File: src/rtl/hazard_fwd_ctrl.sv
// Hazard and forwarding controller for a 5-stage MIPS pipeline.
// Tracks each in-flight producer in E, M and W. Uses the Tuse/Tnew method
// to decide between stalling D and steering the forwarding muxes at the
// D, E and M operand points.
module hazard_fwd_ctrl #(
  parameter int AW        = 5,
  parameter int TW        = 2,
  parameter int TUSE_NONE = 3
) (
  input  logic          clk,
  input  logic          reset,
  input  logic [AW-1:0] d_rs,
  input  logic [AW-1:0] d_rt,
  input  logic [TW-1:0] d_tuse_rs,
  input  logic [TW-1:0] d_tuse_rt,
  input  logic [AW-1:0] d_wa,
  input  logic          d_we,
  input  logic [TW-1:0] d_tnew,
  output logic          stall,
  output logic [1:0]    fwd_d_rs,
  output logic [1:0]    fwd_d_rt,
  output logic [1:0]    fwd_e_rs,
  output logic [1:0]    fwd_e_rt,
  output logic          fwd_m_rt
);

  localparam logic [TW-1:0] TUSE_NA = TW'(TUSE_NONE);

  // D-stage mux select codes
  localparam logic [1:0] SEL_D_RF = 2'd0;
  localparam logic [1:0] SEL_D_E  = 2'd1;
  localparam logic [1:0] SEL_D_M  = 2'd2;
  localparam logic [1:0] SEL_D_W  = 2'd3;

  // E-stage mux select codes
  localparam logic [1:0] SEL_E_REG = 2'd0;
  localparam logic [1:0] SEL_E_M   = 2'd1;
  localparam logic [1:0] SEL_E_W   = 2'd2;

  // Producer state per stage
  logic [AW-1:0] e_wa, e_rs, e_rt;
  logic          e_we;
  logic [TW-1:0] e_tnew;

  logic [AW-1:0] m_wa, m_rs, m_rt;
  logic          m_we;
  logic [TW-1:0] m_tnew;

  logic [AW-1:0] w_wa;
  logic          w_we;

  // A producer matches only when it writes a non-zero register equal to r;
  // $0 is hardwired, so it must never forward or stall.
  function automatic logic reg_match(input logic we, input logic [AW-1:0] wa,
                                     input logic [AW-1:0] r);
    return we && (wa == r) && (r != '0);
  endfunction

  // Tnew counts down as the producer advances, saturating at 0.
  function automatic logic [TW-1:0] tnew_dec(input logic [TW-1:0] t);
    return (t == '0) ? '0 : t - TW'(1);
  endfunction

  // D select: the youngest matching stage wins. A match whose result is not
  // ready yet blocks every older stage, so stale data is never chosen.
  function automatic logic [1:0] sel_d(input logic e_hit, input logic e_rdy,
                                       input logic m_hit, input logic m_rdy,
                                       input logic w_hit);
    logic [1:0] s;
    s = SEL_D_RF;
    if (e_hit)      s = e_rdy ? SEL_D_E : SEL_D_RF;
    else if (m_hit) s = m_rdy ? SEL_D_M : SEL_D_RF;
    else if (w_hit) s = SEL_D_W;
    return s;
  endfunction

  // E select: same youngest-first rule over M and W.
  function automatic logic [1:0] sel_e(input logic m_hit, input logic m_rdy,
                                       input logic w_hit);
    logic [1:0] s;
    s = SEL_E_REG;
    if (m_hit)      s = m_rdy ? SEL_E_M : SEL_E_REG;
    else if (w_hit) s = SEL_E_W;
    return s;
  endfunction

  // Operand is needed too early if any in-flight producer of it needs
  // more cycles than the consumer can wait.
  function automatic logic need_stall(input logic [TW-1:0] tuse,
                                      input logic e_hit, input logic [TW-1:0] et,
                                      input logic m_hit, input logic [TW-1:0] mt);
    return (tuse != TUSE_NA) &&
           ((e_hit && (et > tuse)) || (m_hit && (mt > tuse)));
  endfunction

  logic e_hit_drs, m_hit_drs, w_hit_drs;
  logic e_hit_drt, m_hit_drt, w_hit_drt;
  logic m_hit_ers, w_hit_ers;
  logic m_hit_ert, w_hit_ert;
  logic w_hit_mrt;
  logic e_rdy, m_rdy;

  // Match detection of every consumer operand against every producer stage
  always_comb begin
    e_hit_drs = reg_match(e_we, e_wa, d_rs);
    m_hit_drs = reg_match(m_we, m_wa, d_rs);
    w_hit_drs = reg_match(w_we, w_wa, d_rs);
    e_hit_drt = reg_match(e_we, e_wa, d_rt);
    m_hit_drt = reg_match(m_we, m_wa, d_rt);
    w_hit_drt = reg_match(w_we, w_wa, d_rt);
    m_hit_ers = reg_match(m_we, m_wa, e_rs);
    w_hit_ers = reg_match(w_we, w_wa, e_rs);
    m_hit_ert = reg_match(m_we, m_wa, e_rt);
    w_hit_ert = reg_match(w_we, w_wa, e_rt);
    w_hit_mrt = reg_match(w_we, w_wa, m_rt);
    e_rdy     = (e_tnew == '0);
    m_rdy     = (m_tnew == '0);
  end

  // Stall decision and forwarding selects, all purely combinational
  always_comb begin
    stall    = need_stall(d_tuse_rs, e_hit_drs, e_tnew, m_hit_drs, m_tnew) ||
               need_stall(d_tuse_rt, e_hit_drt, e_tnew, m_hit_drt, m_tnew);
    fwd_d_rs = sel_d(e_hit_drs, e_rdy, m_hit_drs, m_rdy, w_hit_drs);
    fwd_d_rt = sel_d(e_hit_drt, e_rdy, m_hit_drt, m_rdy, w_hit_drt);
    fwd_e_rs = sel_e(m_hit_ers, m_rdy, w_hit_ers);
    fwd_e_rt = sel_e(m_hit_ert, m_rdy, w_hit_ert);
    fwd_m_rt = w_hit_mrt;
  end

  // Pipeline advance: W <= M, M <= E (aging tnew), E <= D or a bubble on stall
  always_ff @(posedge clk) begin
    if (reset) begin
      e_wa   <= '0;
      e_we   <= 1'b0;
      e_tnew <= '0;
      e_rs   <= '0;
      e_rt   <= '0;
      m_wa   <= '0;
      m_we   <= 1'b0;
      m_tnew <= '0;
      m_rs   <= '0;
      m_rt   <= '0;
      w_wa   <= '0;
      w_we   <= 1'b0;
    end else begin
      // M -> W boundary
      w_wa   <= m_wa;
      w_we   <= m_we;
      // E -> M boundary
      m_wa   <= e_wa;
      m_we   <= e_we;
      m_tnew <= tnew_dec(e_tnew);
      m_rs   <= e_rs;
      m_rt   <= e_rt;
      // D -> E boundary
      if (stall) begin
        e_wa   <= '0;
        e_we   <= 1'b0;
        e_tnew <= '0;
        e_rs   <= '0;
        e_rt   <= '0;
      end else begin
        e_wa   <= d_wa;
        e_we   <= d_we;
        e_tnew <= d_tnew;
        e_rs   <= d_rs;
        e_rt   <= d_rt;
      end
    end
  end

  // m_rs is carried for pipeline completeness; M has no rs operand point.
  logic unused_m_rs;
  assign unused_m_rs = ^m_rs;

endmodule

File: config.mk
export PLATFORM = sky130hd
export DESIGN_NAME = hazard_fwd_ctrl
export DESIGN_NICKNAME = d
export VERILOG_FILES = /design/src/rtl/hazard_fwd_ctrl.sv
export SDC_FILE = /design/constraint.sdc
export NUM_CORES = 1
export LEC_CHECK = 0
export ABC_AREA = 0
export BUFFER_PORTS_ARGS = -buffer_cell sky130_fd_sc_hd__buf_2
export CELL_PAD_IN_SITES_DETAIL_PLACEMENT = 2
export CELL_PAD_IN_SITES_GLOBAL_PLACEMENT = 2
export CORE_MARGIN = 4
export CORE_UTILIZATION = 35
export DETAILED_ROUTE_END_ITERATION = 10
export PLACE_DENSITY = 0.83
export SYNTH_ARGS = -nofsm -noshare
export SYNTH_HDL_FRONTEND = slang
export SYNTH_SLANG_ARGS = --single-unit
File: constraint.sdc
create_clock -name clk -period 2.65 [get_ports clk]
set_input_delay 0.3975 -clock clk [delete_from_list [all_inputs] [get_ports clk]]
set_output_delay 0.3975 -clock clk [all_outputs]
set_load 0.05 [all_outputs]
======== After elaboration in Yosys (flattened, before gate mapping) ========
Cells that the tools add are included.
word-level totals
  output and inout port bits .............. 10
  flip-flop bits (word level) ............. 37
  input bits .............................. 24
cells by class
  $lt $le $gt $ge ......................... 4
  multiplexer cells ....................... 13
  eq/ne operators ......................... 13
  reduce and logical (&&, ||, !) cells .... 40
  $add $sub $neg .......................... 1
operators by type and width
  operator               count
  $eq A5 B5 Y1           11
  $logic_and A1 B1 Y1    28
  $reduce_bool A5 Y1     5
  $mux W2                11
  $gt A2 B2 Y1           4
  $logic_not A2 Y1       2
  $ne A2 B2 Y1 const B   2
  $reduce_or A2 Y1       2
  $logic_or A1 B1 Y1     3
  $mux W1                2
  $sub A2 B1 Y2 const B  1

======== Longest topological paths before layout ========
  depth in word-level cells ............... 8
  depth in mapped cells ................... 8
  depth with buffers taken out ............ 6

======== Worst setup path after synthesis ========
OpenSTA, ideal clock, no wires.
  path kind ............................... reg2out
  from .................................... reg e_rt[1]
  to ...................................... out fwd_e_rt[1]
  slack ................................... -0.303 ns
  path buffers ............................ 0
  stages on the path, launching flop included .. 5
  arrival time ............................ 2.556 ns
  path through ............................ dfxtp_1 > or4_1 > nor2_1 > nor4_1 > nor4_1
between the ends
  word-level cells in the longest chain between the ends .. 5
  elaborated cells between the ends (all ways) .. 9
  those cells by class .................... eq/ne (2); mux (2); reduce/logical (5)
RTL lines
  item                              RTL line  source
  from (decl)                       41        logic [AW-1:0] e_wa, e_rs, e_rt;
  from (signal assigned)            168       e_rt <= d_rt;
  $eq A5 B5 Y1                      56        return we && (wa == r) && (r != '0);
  $logic_and A1 B1 Y1 (2 in a row)  56
  $mux W2                           83        else if (w_hit) s = SEL_E_W;
  $mux W2 *                         82        if (m_hit) s = m_rdy ? SEL_E_M : SEL_E_REG;
  to (decl)                         23        output logic [1:0] fwd_e_rt,
Every way passes the cells marked *; elsewhere a longest branch is shown, timed or not.

======== Worst setup path in the final report ========
  from .................................... reg e_tnew[1]
  to ...................................... out stall
between the ends
  word-level cells in the longest chain between the ends .. 5
  elaborated cells between the ends (all ways) .. 9
  those cells by class .................... order compare (2); reduce/logical (7)
RTL lines
  item                    RTL line  source
  from (decl)             43        logic [TW-1:0] e_tnew;
  from (signal assigned)  166       e_tnew <= d_tnew;
  $gt A2 B2 Y1            93        ((e_hit && (et > tuse)) || (m_hit && (mt > tuse)));
  $logic_and A1 B1 Y1     93
  $logic_or A1 B1 Y1      93
  $logic_and A1 B1 Y1     92        return (tuse != TUSE_NA) &&
  $logic_or A1 B1 Y1 *    122       stall = need_stall(d_tuse_rs, e_hit_drs, e_tnew, m_hit_drs, m_tnew) ||
  to (decl)               19        output logic stall,
Marked as above.

==> impl_metrics.csv <==
group,metric,value,unit
yosys,synthArstFlopShare,0,%
timing,tightest_slew,0.494,ns
yosys,yosysTopAreaCell,"dfxtp_1",
global_route,grt_usage,23.3,%
pwr,peakVddDrop,201,µV
route,dr_total_vias,2100,
setup_path,slowest_delay,0.48,ns
setup_path,crit_fanout,3,
yosys,synth_edf_count,0,
pwr,power.density,460,nW/µm²
run_status,status,"finished clean",
setup_path,ff2ff_path_depth,6,
setup_path,cp_slowest_cell,"or4_4",
hold_path,hold_depth,3,
yosys,yosys.area.top_type_share,32.4,%
clocking,cts_sinks,37,
timing,finalMaxSlewViolations,0,
cells_and_area,syn_to_final_growth,18.1,%
global_route,grt_pass1_vias,2460,
clocking,post_cts_buffers,0,
route,antenna_left,0,
yosys,synth-compound-area-share,11.1,%
yosys,yosys.area_share.simple,24.4,%
die,start_util,36.0,%
clocking,clk_latency,0.28,ns
setup_path,cp-end-kind,"output pin",
timing,skew,0.00352,ns
setup_path,reg2reg_from,"e_tnew[1]",
yosys,synth_top_family_by_area,"simple AND/OR/NAND/NOR gates",
placement,dpl.hpwl,6220,µm
timing,finalCritPeriodShare,96.6,%
setup_path,critPathLaunchType,"flop",
yosys,synth_xor_area_share,20.7,%
yosys,avgSynthCellArea,9.04,µm²
timing,max_freq,391,MHz
setup_path,critPathTopFamily,"simple AND/OR/NAND/NOR gates",
setup_path,path_cells,"ha_1 -> nor2b_1 -> o21ai_0 -> nor4_2 -> or4_4 -> buf_2",
yosys,synth-warning-count,0,
die,dieArea,7890,µm²
placement,routabilityCongestion,0.874,
yosys,synthAdderAreaFrac,4.93,%
yosys,synth_area_leaders,"dfxtp_1 (32%), xnor2_1 (15%), o311ai_0 (6.9%)",
yosys,synth_common_cells,"xnor2_1 (39), dfxtp_1 (37), nor4_1 (25), nor2b_1 (20), clkbuf_1 (19)",
yosys,ys_seq_area_share,32.4,%
clocking,tritoncts,"yes",
clocking,clockBufferDepth,2,
placement,dp.cells,357,
clocking,hold_buffers,0,
route,dr.pass1.iters,4,
setup_path,r2r_setup_slack,0.64,ns
timing,rsz0062_at_grt,"no",
timing,period_minus_slack,2.56,ns
setup_path,cp.required,2.25,ns
yosys,synth.most_common_cell,"xnor2_1",
yosys,synth_cell_type_count,36,
global_route,grt_start_max_net_pins,21,
yosys,ys_seq_elements,37,
pwr,p_leak,1.04,nW
yosys,synth_nets,286,
die,rows,29,
route,wl_per_cell,23.0,µm
yosys,synth_ff_type,"dfxtp_1",
timing,hold_ws,0.388,ns
clocking,path_clk_slew,0.07,ns
setup_path,path_buf_inv,1,
timing,relSlewSlack,66.8,%
die,fp.dieH,88.8,µm
clocking,htree_levels,2,
route,drt_wl_total,8400,µm
die,fp.dieW,88.8,µm
hold_path,hold_class,"input pin to flop",
yosys,synth.area.mux_share,0.876,%
placement,portBuffers,33,
setup_path,r2r-end,"e_rs[1]",
route,detail_route.vias_per_cell,5.75,
cells_and_area,fillCellCount,697,
cells_and_area,drive_above_1_share,25.7,%
die,core_area,6350,µm²
yosys,synth_cells,253,
route,drtIter0Drc,110,
cells_and_area,stdcell_count,365,
global_route,grt_first_pass_wirelength,13600,µm
yosys,netlist_area,2290,µm²
setup_path,critical_path_class,"flop to output pin",
setup_path,cp.arrival,2.16,ns
timing,hold_violations,0,
hold_path,min_from,"d_wa[0]",
clocking,cts-root-buf,"clkbuf_8",
run,maxCapViolations,0,
cells_and_area,layout.nets,320,
route,route.detailed.drc,0,
timing,finalSetupViolCount,0,
timing,finalSetupTns,0,ns
die,io_pins,34,
global_route,grt_antenna_before_repair,0,
hold_path,whs_endpoint,"e_wa[0]",
cells_and_area,antennaDiodeCount,0,
cells_and_area,final_core_utilization,42.5,%
global_route,grt.overflow.total,0,
clocking,cts_made_buffers,5,
-- worst max-delay path by stage --
stage,startpoint,endpoint,cells after the start
after CTS,w_wa[2],fwd_d_rt[0],5
after floorplan,d_rt[0],fwd_d_rt[0],5
after global routing,m_tnew[0],stall,7
after detailed placement,d_rt[2],fwd_d_rt[1],8
after global placement,d_rt[2],fwd_d_rt[1],8
final,e_tnew[1],stall,6
-- kinds of logic (layout without fill, tap and decap cells) --
kind of cell	Yosys count	count (layout)
flops	37	37
buf+inv	31	66
mux	2	2
fa+ha+maj	9	9
compound gates	31	31
xor+xnor	54	54
simple gates	89	89
-- cell type report --
type / count / area [µm²] / share of cell area, %
Sequential cell: 37 / 748 / 27.7
Timing Repair Buffer: 50 / 293 / 10.8
Tap cell: 77 / 96.3 / 3.57
Multi-Input combinational cell: 185 / 1450 / 53.8
Clock buffer: 8 / 80.1 / 2.97
Inverter: 8 / 30.0 / 1.11
-- power by group --
part           switching [mW]  total, mW  leakage [nW]  internal, mW
Clock                   0.189      0.376        0.0395         0.187
Combinational           0.135      0.243         0.690         0.108
Sequential             0.0413      0.625         0.308         0.583
-- layout by cell type, fill, tap and decap left out, types with 7 or more instances in the layout --
cell / Yosys / layout
nor2b_1: 20 / 20
nor4_1: 25 / 22
ha_1: 9 / 9
nor3_1: 7 / 7
nand4_1: 8 / 8
buf_4: 1 / 17
buf_2: 1 / 33
inv_1: 8 / 8
xnor2_1: 39 / 38
dfxtp_1: 37 / 31
xor2_1: 15 / 15
o311ai_0: 18 / 18
-- metal layers --
| metal | part of all wire [%] | track usage, % | vias up |
|---|---|---|---|
| li1 | - | - | 988 |
| met1 | 44 | 29.6 | 1049 |
| met2 | 51 | 39.9 | 48 |
| met3 | 2.8 | 3.17 | 15 |
| met4 | 2.0 | 8.52 | 0 |
| met5 | 0 | 0 | - |
-- registers in the layout (all words and copies together), names as in the netlist --
| register | count |
|---|---|
| e_rs | 5 |
| e_rt | 5 |
| e_tnew | 2 |
| e_wa | 5 |
| e_we | 1 |
| m_rt | 5 |
| m_tnew | 2 |
| m_wa | 5 |
| m_we | 1 |
| w_wa | 5 |
| w_we | 1 |
-- timing repair --
item,CTS,global route
setup endpoints to repair,2,3
resized for setup,1,8
hold endpoints to repair,0,0
-- per-stage QoR --
stage | instance area [µm²] | power [mW] | setup WS [ns]
3_5_place_dp | 2590 | 0.870 | 0.0671
5_1_grt | 2700 | 1.30 | 0.00116
6_report | 2700 | 1.24 | 0.0904
4_1_cts | 2670 | 1.25 | 0.0234
2_1_floorplan | 2300 | 0.767 | 0.137
3_3_place_gp | 2590 | 0.850 | 0.147
-- tightest hold or removal path, delay by kind of cell --
family | cells | cell delay [ns]
AOI/OAI and AO/OA | 1 | 0.08
and+or+nand+nor | 1 | 0.05
buffers and inverters | 1 | 0.09
(Power assumes the default switching activity.)
